`src/rtl/sine_ctrl_if.sv`:
```
// Tuning-word handshake between the control registers and the sine sequencer.
interface sine_ctrl_if #(
  parameter int PHASE_W = 32
);
  logic [PHASE_W-1:0] ftw_data;
  logic               ftw_valid;
  logic               ftw_ready;

  modport master (output ftw_data, output ftw_valid, input ftw_ready);
  modport slave  (input ftw_data, input ftw_valid, output ftw_ready);
endinterface

```
`src/rtl/sine_ctrl.sv`:
```
// Phase-accumulator sequencer for the sine ROM feeding the sigma-delta DAC:
// glitch-free FTW updates at phase wrap, amplitude scaling, clean stop at midscale.
//
// state | meaning
// IDLE  | stopped, phase 0, no ticks; accepted FTW goes straight to ftw_active
// RUN   | generating samples at the programmed tick rate
// DRAIN | stop requested; keep ticking until the phase wraps
module sine_ctrl #(
  parameter int ADDR_W  = 10,
  parameter int BITLEN  = 16,
  parameter int PHASE_W = 32,
  parameter int DIV_W   = 16
) (
  input  logic              clk,
  input  logic              rst,
  input  logic              run,
  sine_ctrl_if.slave        ftw,
  input  logic [DIV_W-1:0]  div,
  input  logic [8:0]        amp,
  output logic [ADDR_W-1:0] rom_addr,
  input  logic [BITLEN-1:0] rom_data,
  output logic [BITLEN-1:0] sample,
  output logic              sample_valid,
  output logic              busy
);
  typedef enum logic [1:0] {IDLE, RUN, DRAIN} state_t;

  localparam logic [BITLEN-1:0] MID = {1'b1, {(BITLEN-1){1'b0}}};

  state_t              state;
  logic [PHASE_W-1:0]  phase;
  logic [PHASE_W-1:0]  ftw_active;
  logic [PHASE_W-1:0]  ftw_pend;
  logic                pend_full;
  logic [DIV_W-1:0]    div_cnt;
  logic                v1, v2, f1, f2;
  logic                tick, carry, wrap, stop, xfer;
  logic [PHASE_W:0]    sum;
  logic [8:0]          amp_c;
  logic signed [BITLEN+9:0] d, gain;

  always_comb begin
    tick  = (state != IDLE) && (div_cnt == '0);
    sum   = {1'b0, phase} + {1'b0, ftw_active};
    carry = sum[PHASE_W];
    wrap  = tick && carry;
    // A zero tuning word never wraps, so drain ends on the next tick instead.
    stop  = tick && (state == DRAIN) && !run && (carry || (ftw_active == '0));
    xfer  = ftw.ftw_valid && ftw.ftw_ready;
    amp_c = (amp > 9'd256) ? 9'd256 : amp;
    d     = $signed({10'b0, rom_data}) - $signed({10'b0, MID});
    gain  = $signed({{(BITLEN+1){1'b0}}, amp_c});
  end

  always_ff @(posedge clk) begin
    if (rst) begin
      state         <= IDLE;
      phase         <= '0;
      rom_addr      <= '0;
      ftw_active    <= '0;
      ftw_pend      <= '0;
      pend_full     <= 1'b0;
      ftw.ftw_ready <= 1'b1;
      sample        <= MID;
      sample_valid  <= 1'b0;
      busy          <= 1'b0;
      div_cnt       <= '0;
      v1            <= 1'b0;
      v2            <= 1'b0;
      f1            <= 1'b0;
      f2            <= 1'b0;
    end else begin
      // Pipeline: tick -> rom_addr -> rom_data -> sample (3 cycles).
      v1           <= 1'b0;
      f1           <= 1'b0;
      v2           <= v1;
      f2           <= f1;
      sample_valid <= v2;
      if (v2)
        sample <= f2 ? MID : MID + BITLEN'((d * gain) >>> 8);

      if (state == IDLE)
        div_cnt <= '0;
      else if (tick)
        div_cnt <= div;
      else
        div_cnt <= div_cnt - 1'b1;

      if (tick) begin
        v1 <= 1'b1;
        if (stop) begin
          phase    <= '0;
          rom_addr <= '0;
          f1       <= 1'b1;
        end else begin
          phase    <= sum[PHASE_W-1:0];
          rom_addr <= sum[PHASE_W-1 -: ADDR_W];
        end
      end

      case (state)
        IDLE: if (run) begin
          state <= RUN;
          busy  <= 1'b1;
        end
        RUN: if (!run) state <= DRAIN;
        DRAIN: begin
          if (run) begin
            state <= RUN;
          end else if (stop) begin
            state <= IDLE;
            busy  <= 1'b0;
          end
        end
        default: state <= IDLE;
      endcase

      if (state == IDLE) begin
        if (xfer) begin
          ftw_active <= ftw.ftw_data;
        end else if (pend_full) begin
          ftw_active    <= ftw_pend;
          pend_full     <= 1'b0;
          ftw.ftw_ready <= 1'b1;
        end
      end else begin
        if (wrap && pend_full)
          ftw_active <= ftw_pend;
        if (xfer) begin
          ftw_pend      <= ftw.ftw_data;
          pend_full     <= 1'b1;
          ftw.ftw_ready <= 1'b0;
        end else if (wrap) begin
          pend_full     <= 1'b0;
          ftw.ftw_ready <= 1'b1;
        end
      end
    end
  end
endmodule

```
`src/flat_wrapper.sv`:
```
// flat-port wrapper written by rule: the top's interface ports become plain ports
module sine_ctrl_flat 
#(
  parameter int ADDR_W  = 10,
  parameter int BITLEN  = 16,
  parameter int PHASE_W = 32,
  parameter int DIV_W   = 16
)
  (clk, rst, run, div, amp, rom_addr, rom_data, sample, sample_valid, busy, ftw_ftw_data, ftw_ftw_valid, ftw_ftw_ready);
  sine_ctrl_if #(.PHASE_W(PHASE_W)) ftw_i ();
  input  logic clk;
  input  logic rst;
  input  logic run;
  input  logic [DIV_W-1:0] div;
  input  logic [8:0] amp;
  output logic [ADDR_W-1:0] rom_addr;
  input  logic [BITLEN-1:0] rom_data;
  output logic [BITLEN-1:0] sample;
  output logic sample_valid;
  output logic busy;
  input wire logic [$bits(ftw_i.ftw_data)-1:0] ftw_ftw_data;
  input wire logic [$bits(ftw_i.ftw_valid)-1:0] ftw_ftw_valid;
  output wire logic [$bits(ftw_i.ftw_ready)-1:0] ftw_ftw_ready;
  assign ftw_i.ftw_data = ftw_ftw_data;
  assign ftw_i.ftw_valid = ftw_ftw_valid;
  assign ftw_ftw_ready = ftw_i.ftw_ready;
  sine_ctrl #(.ADDR_W(ADDR_W), .BITLEN(BITLEN), .PHASE_W(PHASE_W), .DIV_W(DIV_W)) u_core (.clk(clk), .rst(rst), .run(run), .ftw(ftw_i), .div(div), .amp(amp), .rom_addr(rom_addr), .rom_data(rom_data), .sample(sample), .sample_valid(sample_valid), .busy(busy));
endmodule
```
`config.mk`:
```
export PLATFORM = sky130hd
export DESIGN_NAME = sine_ctrl_flat
export DESIGN_NICKNAME = d
export VERILOG_FILES = /design/src/rtl/sine_ctrl_if.sv /design/src/rtl/sine_ctrl.sv /design/src/flat_wrapper.sv
export SDC_FILE = /design/constraint.sdc
export NUM_CORES = 1
export LEC_CHECK = 0
export CORE_AREA = 2 2 262 160
export CTS_BUF_LIST = sky130_fd_sc_hd__clkbuf_16
export DETAILED_ROUTE_END_ITERATION = 12
export DIE_AREA = 0 0 264 162
export PLACE_DENSITY_LB_ADDON = 0.3
export SLEW_MARGIN = 30
export SYNTH_ARGS = -nofsm -noshare
export SYNTH_HDL_FRONTEND = slang
export SYNTH_SLANG_ARGS = --single-unit
```
`constraint.sdc`:
```
create_clock -name clk -period 8.2 [get_ports clk]
set_input_delay 2.46 -clock clk [delete_from_list [all_inputs] [get_ports clk]]
set_output_delay 2.46 -clock clk [all_outputs]
set_load 0.03 [all_outputs]
```
# ---- Word-level counts from Yosys, hierarchy flattened
# Index checks and enable logic that the tools add are counted.
dict set report totals {
  reg_bits 148
  out_inout_bits 29
  wordCells 86
}
dict set report op_classes {
  add_sub_neg 4
  multipliers 1
  order_cmp 1
  eq_ne 10
  n_mux 29
  bitwise_logic 2
  n_reduce_logical 24
}
# op n
set ops {}
lappend ops {{$mux W32} 5}
lappend ops {{$add A32 B32 Y33} 1}
lappend ops {{$logic_not A32 Y1} 1}
lappend ops {{$mux W16} 2}
lappend ops {{$mul A26 B10 Y24} 1}
lappend ops {{$sub A16 B16 Y17 const B} 1}
lappend ops {{$add A16 B16 Y16 const A} 1}
lappend ops {{$logic_not A16 Y1} 1}
lappend ops {{$sub A16 B1 Y16 const B} 1}
lappend ops {{$mux W1} 14}
lappend ops {{$mux W10} 1}
lappend ops {{$gt A9 B9 Y1 const B} 1}
lappend ops {{$mux W9} 1}
lappend ops {{$mux W2} 4}
lappend ops {{$ne A2 B2 Y1 const B} 4}
lappend ops {{$logic_and A1 B1 Y1} 7}
lappend ops {{$pmux W2 S3} 1}
lappend ops {{$reduce_and A2 Y1} 3}
lappend ops {{$reduce_and A3 Y1} 2}
lappend ops {{$reduce_bool A2 Y1} 3}
lappend ops {{$ne A2 B1 Y1 const B} 2}
lappend ops {{$reduce_and A4 Y1} 1}
lappend ops {{$reduce_or A2 Y1} 2}
lappend ops {{$ne A3 B1 Y1 const B} 1}
lappend ops {{other kinds (9)} 10}

# ---- Depth between registers and ports, before layout
# Gate-level depths: netlist of run 1.
dict set report depth {
  ltp_word 8
  ltp_mapped 23
  depth_no_buf 21
}

# ---- Least setup slack after synthesis of run 1
# No wires, ideal clock.
dict set report synth_timing {
  kind {input to register}
  start {in amp[8]}
  end {reg u_core.sample[6]}
  arrival_ps 7643
  t_required_ps 8083
  setup_slack_ps 440
  cell_stages 21
  path_buffers 2
  path_cell_list {clkbuf_1 -> nor2b_1 -> clkbuf_1 -> nand2_1 -> fa_1 -> inv_1 -> fa_1 -> fa_1 -> fa_1 -> inv_1 -> fa_1 -> inv_1 -> ha_1 -> a21o_1 -> a21oi_1 -> o21ai_0 -> o21ai_0 -> nand2b_1 -> a311oi_1 -> xnor2_1 -> a22o_1}
}
dict set report synth_via {
  elab_chain_len 5
}
# item line_no
set synth_rtl {}
lappend synth_rtl {{start, declared} flat_wrapper.sv:15} ;# input logic [8:0] amp;
lappend synth_rtl {{$gt A9 B9 Y1} sine_ctrl.sv:50} ;# amp_c = (amp > 9'd256) ? 9'd256 : amp;
lappend synth_rtl {{$mux W9 (*)} sine_ctrl.sv:50}
lappend synth_rtl {{$mul A26 B10 Y24 (*)} sine_ctrl.sv:80} ;# sample <= f2 ? MID : MID + BITLEN'((d * gain) >>> 8);
lappend synth_rtl {{$add A16 B16 Y16 (*)} sine_ctrl.sv:80}
lappend synth_rtl {{$mux W16 (*)} sine_ctrl.sv:80}
lappend synth_rtl {{end signal, assigned} sine_ctrl.sv:80}
lappend synth_rtl {{end, declared} sine_ctrl.sv:22} ;# output logic [BITLEN-1:0] sample,
# Every way passes the cells marked *; elsewhere a longest branch is shown, timed or not.
# A chain may end at the register's enable or synchronous reset.

# ---- Worst setup path in the final report of run 1
dict set report layout_timing {
  start {in amp[5]}
  end {reg u_core.sample[12]}
}
# Same word-level chain as after synthesis.

==> results of run 1 <==
-- cells by family after synthesis --
logic type / after synthesis / synth area share, %
compound gates: 268 / 15.54
xor+xnor: 57 / 4.166
fa+ha+maj: 198 / 27.88
buf+inv: 229 / 7.757
flops: 138 / 23.05
mux: 33 / 2.756
simple gates: 482 / 18.86
-- sequential cells by signal, summed over array words and instances, names as in the netlist --
| name | count |
|---|---|
| u_core.pend_full | 1 |
| u_core.sample_valid | 1 |
| u_core.div_cnt | 16 |
| u_core.v2 | 1 |
| u_core.busy | 1 |
| u_core.sample | 16 |
| u_core.ftw.ftw_ready | 1 |
| u_core.state | 2 |
| u_core.v1 | 1 |
| u_core.ftw_active | 32 |
| u_core.f2 | 1 |
| u_core.phase | 32 |
| u_core.ftw_pend | 32 |
| u_core.f1 | 1 |
-- synthesized netlist by cell type, types with 20 or more instances --
library cell,n
nand2_1,202
and2_1,59
a211oi_2,28
nand3_1,27
ha_1,83
a211oi_1,20
xor2_1,21
dfxtp_1,138
nor2_1,88
clkbuf_1,44
inv_1,155
a21oi_1,102
mux2i_1,33
nor3_1,22
xnor2_1,36
o21ai_0,31
fa_1,115
-- per-layer routing --
layer	GRT usage, %	part of all wire (%)
met2	22.07	40
met3	3.578	5.1
met1	23.53	53
met4	4.029	1.5
met5	0	0.040
-- what timing repair did --
item	in CTS	in global routing
gates resized for setup	0	1
setup endpoints to repair	0	4
buffers inserted	0	0
hold buffers	0	0
hold endpoints to repair	0	0
-- how the worst max path moves through the flow --
stage / start / end / slack [ns]
after floorplan: amp[8] / u_core.sample[6]$_SDFFE_PP0P_ / 0.44
after global placement: amp[8] / u_core.sample[12]$_SDFFE_PP0P_ / -0.17
after detailed placement: amp[8] / u_core.sample[13]$_SDFFE_PP0P_ / -0.21
after CTS: amp[8] / u_core.sample[12]$_SDFFE_PP0P_ / 0.25
after global routing: amp[5] / u_core.sample[13]$_SDFFE_PP0P_ / 0.07
final: amp[5] / u_core.sample[12]$_SDFFE_PP0P_ / 0.36
-- area by class of cell --
cell class                      instances  share of cell area (%)
Antenna cell                            4                 0.06984
Clock buffer                           17                   2.968
Clock inverter                         11                  0.9342
Inverter                              155                   4.060
Multi-Input combinational cell       1038                   57.94
Sequential cell                       138                   19.28
Tap cell                              531                   4.636
Timing Repair Buffer                  157                   10.11
-- stage by stage --
step | hold WS, ns | total power (W)
floorplan | 0.4138 | 0.001697
global placement | 0.4405 | 0.002041
global route | 0.4682 | 0.003048
finish | 0.4494 | 0.002801
CTS | 0.4539 | 0.002833
detailed placement | 0.4425 | 0.002059
-- worst max-delay path, delay by kind of cell --
family	cells	cell delay, ns
AOI/OAI and AO/OA	5	1.05
xor gates and xnor gates	1	0.13
adders and majority gates	6	2.69
and+or+nand+nor	3	0.49
buffers and inverters	9	1.32
-- power breakdown --
| group | total (W) | internal [W] | switching (W) |
|---|---|---|---|
| sequential | 0.000758 | 0.000718 | 0.0000398 |
| combinational | 0.00129 | 0.000567 | 0.000721 |
| clock | 0.000755 | 0.000465 | 0.000290 |
==> flow_summary.ini, run 1 <==
[sta]
fin_ws_ns = 0.3564
slew_violations = 0
finClkSkew_ns = 0.007109
relSlewSlack_pct = 33.91
finalSetupViolations = 0
finalCritPeriodShare_pct = 95.65
max_freq_ghz = 0.1275
hold_violations = 0
fin_crit_ns = 7.844
tightest_slew_ns = 0.9903
rsz0062_at_grt = no
setup-tns-final_ns = 0

[worst_setup_path]
r2r-start = u_core.ftw_active[0]$_SDFFE_PP0P_
reg2reg_slack_ns = 4.33
cpMaxStageDelayCell = fa_1
crit_path_start_kind = input port
crit_chain = clkdlybuf4s50_1 > nor2b_1 > buf_4 > buf_4 > and2_1 > fa_1 > fa_1 > inv_1 > fa_1 > inv_1 > fa_1 > inv_1 > fa_1 > inv_1 > ha_1 > a21o_1 > a21oi_1 > o21ai_0 > buf_4 > o2111ai_1 > nand3b_1 > buf_4 > xor2_1 > a22o_1
crit_top_cell = fa_1
regToRegEndpoint = u_core.ftw_active[30]$_SDFFE_PP0P_
cp_data_required_time_ns = 8.53
reg2reg_depth = 12
endpoint_kind = register
cp.arrival_ns = 8.17
cp_slowest_stage_delay_ns = 0.55
critPathMaxFanout = 7
critical_path_class = in -> reg

[final_layout]
fin_area_um2 = 14330
register_area_um2 = 2763
syn_to_final_growth_pct = 19.59
fin_cells = 2051
fillCellCount = 4207
fin_nets = 1782
multi_input_area_um2 = 8304
final_core_util_pct = 35.63
drive_gt1_share_pct = 7.850
final_common_cell = nand2_1
final_cell_mix = nand2_1 (202), inv_1 (156), dfxtp_1 (138), fa_1 (115), clkdlybuf4s50_1 (103)

[detailed_routing]
drt_iter0_drc = 650
drc = 0
wire_per_inst_um = 15.70
wirelength_mm = 32.20
via_count = 9800
vias_per_cell = 4.778
drt-pass1-iter-count = 5
drtAntennaViolNets = 0

[clocking]
clkTransAtPathRegs_ns = 0.06
root_buffer = clkbuf_16
cts-buffers-inserted = 17
cts_sinks = 138
cts_tree = built
clk_latency_ns = 0.43
clockBufferDepth = 2
htree_levels = 4

[global_routing]
grt_max_degree = 63
antenna_found_initial = 4
grt-ovfl-total = 0
gr-usage-all-layers_pct = 15.60
grt_pass1_vias = 9831
grt_pass1_wl_mm = 53.19

[floorplanning]
dieArea_um2 = 42770
die_w_um = 264
initial_core_util_pct = 29.79
core_region_area_um2 = 40220
die_h_um = 162
io_pins = 106
rows = 57

[yosys]
netlist.area_leader.share_pct = 23.05
ys.flop_type = dfxtp_1
ys_warn_count = 0
ys_ff_latch = 138
synth-edff-count = 0
yosysTopAreaCell = dfxtp_1
synth_cell_type_count = 61
synthCells = 1405
synthArstFlopShare_pct = 0
syn_avg_cell_area_um2 = 8.530
synth.area.top_cells = dfxtp_1 (23%), fa_1 (19%), ha_1 (8.7%), nand2_1 (6.3%), inv_1 (4.9%)
synth_area_um2 = 11980
yosysSeqAreaShare_pct = 23.05
synthesis.nets = 1680

[power]
ir_drop_uv = 142.4
power_density_nw_per_um2 = 195.4
power_leakage_nw = 6.269

[min_path]
holdPathEnd = u_core.v2$_SDFF_PP0_
hp-start = u_core.v1$_SDFF_PP0_
holdCritPathClass = reg -> reg
holdPathStages = 1

[place]
pre_cts_ws_ns = -0.2128
dp_cells = 2018
dpl_cell_area_um2 = 13740
dpl.hpwl_mm = 25.72
place.gp.congestion = 0.8672
port_buffers = 105

[run_status]
outcome = finished, final reports clean

[flow_run]
cap_violations = 0
No activity file was read; power rests on OpenSTA's default activity.
==> inputs of run 2 (changes only) <==
CTS_CLUSTER_DIAMETER = 60   (was not set)
==> results of run 2 <==
No change in the layout: final DEF, timing and power equal those of run 1.
==> inputs of run 3 (changes only) <==
CAP_MARGIN = 30   (was not set)
DONT_BUFFER_PORTS = 1   (was not set)
==> flow_summary.ini, run 3 (synthesis results as in run 1) <==
[worst_setup_path]
cp_top_family = adder cells
regToRegEndpoint = u_core.phase[29]$_SDFFE_PP0P_
reg2reg_depth = 11
crit_chain = nor2b_1 > nand2_1 > fa_1 > inv_1 > fa_1 > fa_1 > fa_1 > inv_1 > fa_1 > inv_1 > ha_1 > nand3_1 > o21ai_0 > o21ai_0 > buf_4 > nor2b_1 > o21ai_0 > xor2_1 > a22o_1
cp.arrival_ns = 7.93
crit_buf_inv = 4
cp_slowest_stage_delay_ns = 0.70
crit_top_cell = fa_1
crit_path_start_kind = input port
reg2reg_slack_ns = 4.41
cpMaxStageDelayCell = nor2b_1
r2r-start = u_core.ftw_active[0]$_SDFFE_PP0P_
endpoint_kind = register
cp_data_required_time_ns = 8.53
critPathMaxFanout = 12
critical_path_class = in -> reg

[detailed_routing]
drt_iter0_drc = 654
wire_per_inst_um = 16.31
wirelength_mm = 31.17
drc = 0
drtAntennaViolNets = 0
vias_per_cell = 4.938
via_count = 9436
drt-pass1-iter-count = 5

[floorplanning]
die_w_um = 264
core_region_area_um2 = 40220
initial_core_util_pct = 29.79
dieArea_um2 = 42770
rows = 57
io_pins = 106
die_h_um = 162

[sta]
hold_violations = 0
relSlewSlack_pct = 34.15
finalCritPeriodShare_pct = 92.72
setup-tns-final_ns = 0
fin_ws_ns = 0.5972
slew_violations = 0
finClkSkew_ns = 0.01260
tightest_slew_ns = 0.9867
rsz0062_at_grt = no
max_freq_ghz = 0.1315
finalSetupViolations = 0
fin_crit_ns = 7.603

[clocking]
clkTransAtPathRegs_ns = 0.06
cts_resized = 0
cts_sinks = 138
root_buffer = clkbuf_16
clk_latency_ns = 0.44
cts_setup_buffers = 0
holdBufCountCts = 0
cts-buffers-inserted = 17
cts_tree = built
htree_levels = 4
clockBufferDepth = 2

[power]
power_density_nw_per_um2 = 204.2
pwr-share-seq_pct = 29.3
power_leakage_nw = 5.686
switching_power_w = 0.001035
power.share.clock_pct = 27.3
internal_power_w = 0.001620
power_frac_comb_pct = 43.5
switching_share_pct = 39.00
ir_drop_uv = 117.9

[min_path]
holdCritPathClass = reg -> reg
holdPathStages = 2
hp-start = u_core.ftw_pend[17]$_SDFFE_PP0P_
holdPathEnd = u_core.ftw_pend[17]$_SDFFE_PP0P_

[final_layout]
fin_cells = 1911
syn_to_final_growth_pct = 8.509
antenna_cells = 0
fillCellCount = 4218
final_cell_mix = nand2_1 (202), inv_1 (156), dfxtp_1 (138), fa_1 (115), a21oi_1 (102)
fin_nets = 1642
drive_gt1_share_pct = 6.522
final_common_cell = nand2_1
final_core_util_pct = 32.33
reg_top3 = u_core.ftw_active x32, u_core.ftw_pend x32, u_core.phase x32

[run_status]
outcome = finished, final reports clean

[global_routing]
grt_max_degree = 104
grt_pass1_wl_mm = 50.58
grt-ovfl-total = 0
grt_pass1_vias = 8966
gr-usage-all-layers_pct = 14.95
antenna_found_initial = 0

[place]
port_buffers = 0
dp_cells = 1879
dpl.hpwl_mm = 24.41
pre_cts_ws_ns = 0.05017
place.gp.congestion = 0.8802

[flow_run]
cap_violations = 0
-- run 3: cell types whose count changed in the layout (fill, tap and decap cells not counted), sizes merged --
cell / before / now
buf: 53 / 17
dlymetal6s2s: 1 / 0
inv: 156 / 160
clkinv: 5 / 6
bufinv: 3 / 1
clkinvlp: 2 / 3
diode: 4 / 0
clkdlybuf4s50: 103 / 0
-- run 3: worst max path at each step --
stage | cells past startpoint | endpoint | from
finish | 19 | u_core.sample[7]$_SDFFE_PP0P_ | amp[4]
global placement | 19 | u_core.sample[7]$_SDFFE_PP0P_ | amp[5]
detailed placement | 19 | u_core.sample[7]$_SDFFE_PP0P_ | amp[5]
floorplan | 21 | u_core.sample[6]$_SDFFE_PP0P_ | amp[8]
CTS | 19 | u_core.sample[7]$_SDFFE_PP0P_ | amp[5]
global route | 19 | u_core.sample[7]$_SDFFE_PP0P_ | amp[4]
-- run 3: stage by stage --
| stage | hold slack, ns | power [W] | area, um^2 |
|---|---|---|---|
| after global routing | 0.4682 | 0.002893 | 13000 |
| final | 0.4469 | 0.002655 | 13000 |
| after floorplan | 0.4138 | 0.001697 | 11980 |
| after detailed placement | 0.4394 | 0.001942 | 12450 |
| after global placement | 0.4351 | 0.001930 | 12450 |
| after CTS | 0.4487 | 0.002690 | 13000 |
-- run 3: worst register-to-register path, stage by stage, from the launching register on --
cell,delay (ns)
dfxtp_1,0.36
ha_1,0.18
inv_1,0.06
fa_1,0.36
nand2b_1,0.19
a21oi_1,0.32
o211ai_1,0.28
a211o_1,0.34
nand3_1,0.14
nand3_1,0.55
nand2_1,0.69
o21ai_0,0.18
-- run 3: per-layer routing --
metal,vias up,track usage [%],routed length (um)
met5,-,0,0
met4,0,4.339,557
met3,31,3.441,1971
met2,251,20.74,12400
met1,4551,22.68,16230
li1,4603,-,-
-- run 3: layout make-up --
class	instances	area (um^2)	share of cell area (%)
clock buffer	17	425.4	3.271
multi-input combinational	1038	8317	63.96
tap	531	664.4	5.109
clock inverter	15	125.1	0.9622
inverter	155	581.8	4.474
timing repair buffer	17	127.6	0.9814
sequential	138	2763	21.25
-- run 3: power by group through the flow --
stage | clock network [W] | registers [W] | logic (W)
finish | 0.000724 | 0.000777 | 0.00115
global route | 0.000777 | 0.000782 | 0.00133
CTS | 0.000752 | 0.000777 | 0.00116
detailed placement | 0 | 0.000792 | 0.00115
global placement | 0 | 0.000791 | 0.00114
floorplan | 0 | 0.000769 | 0.000928
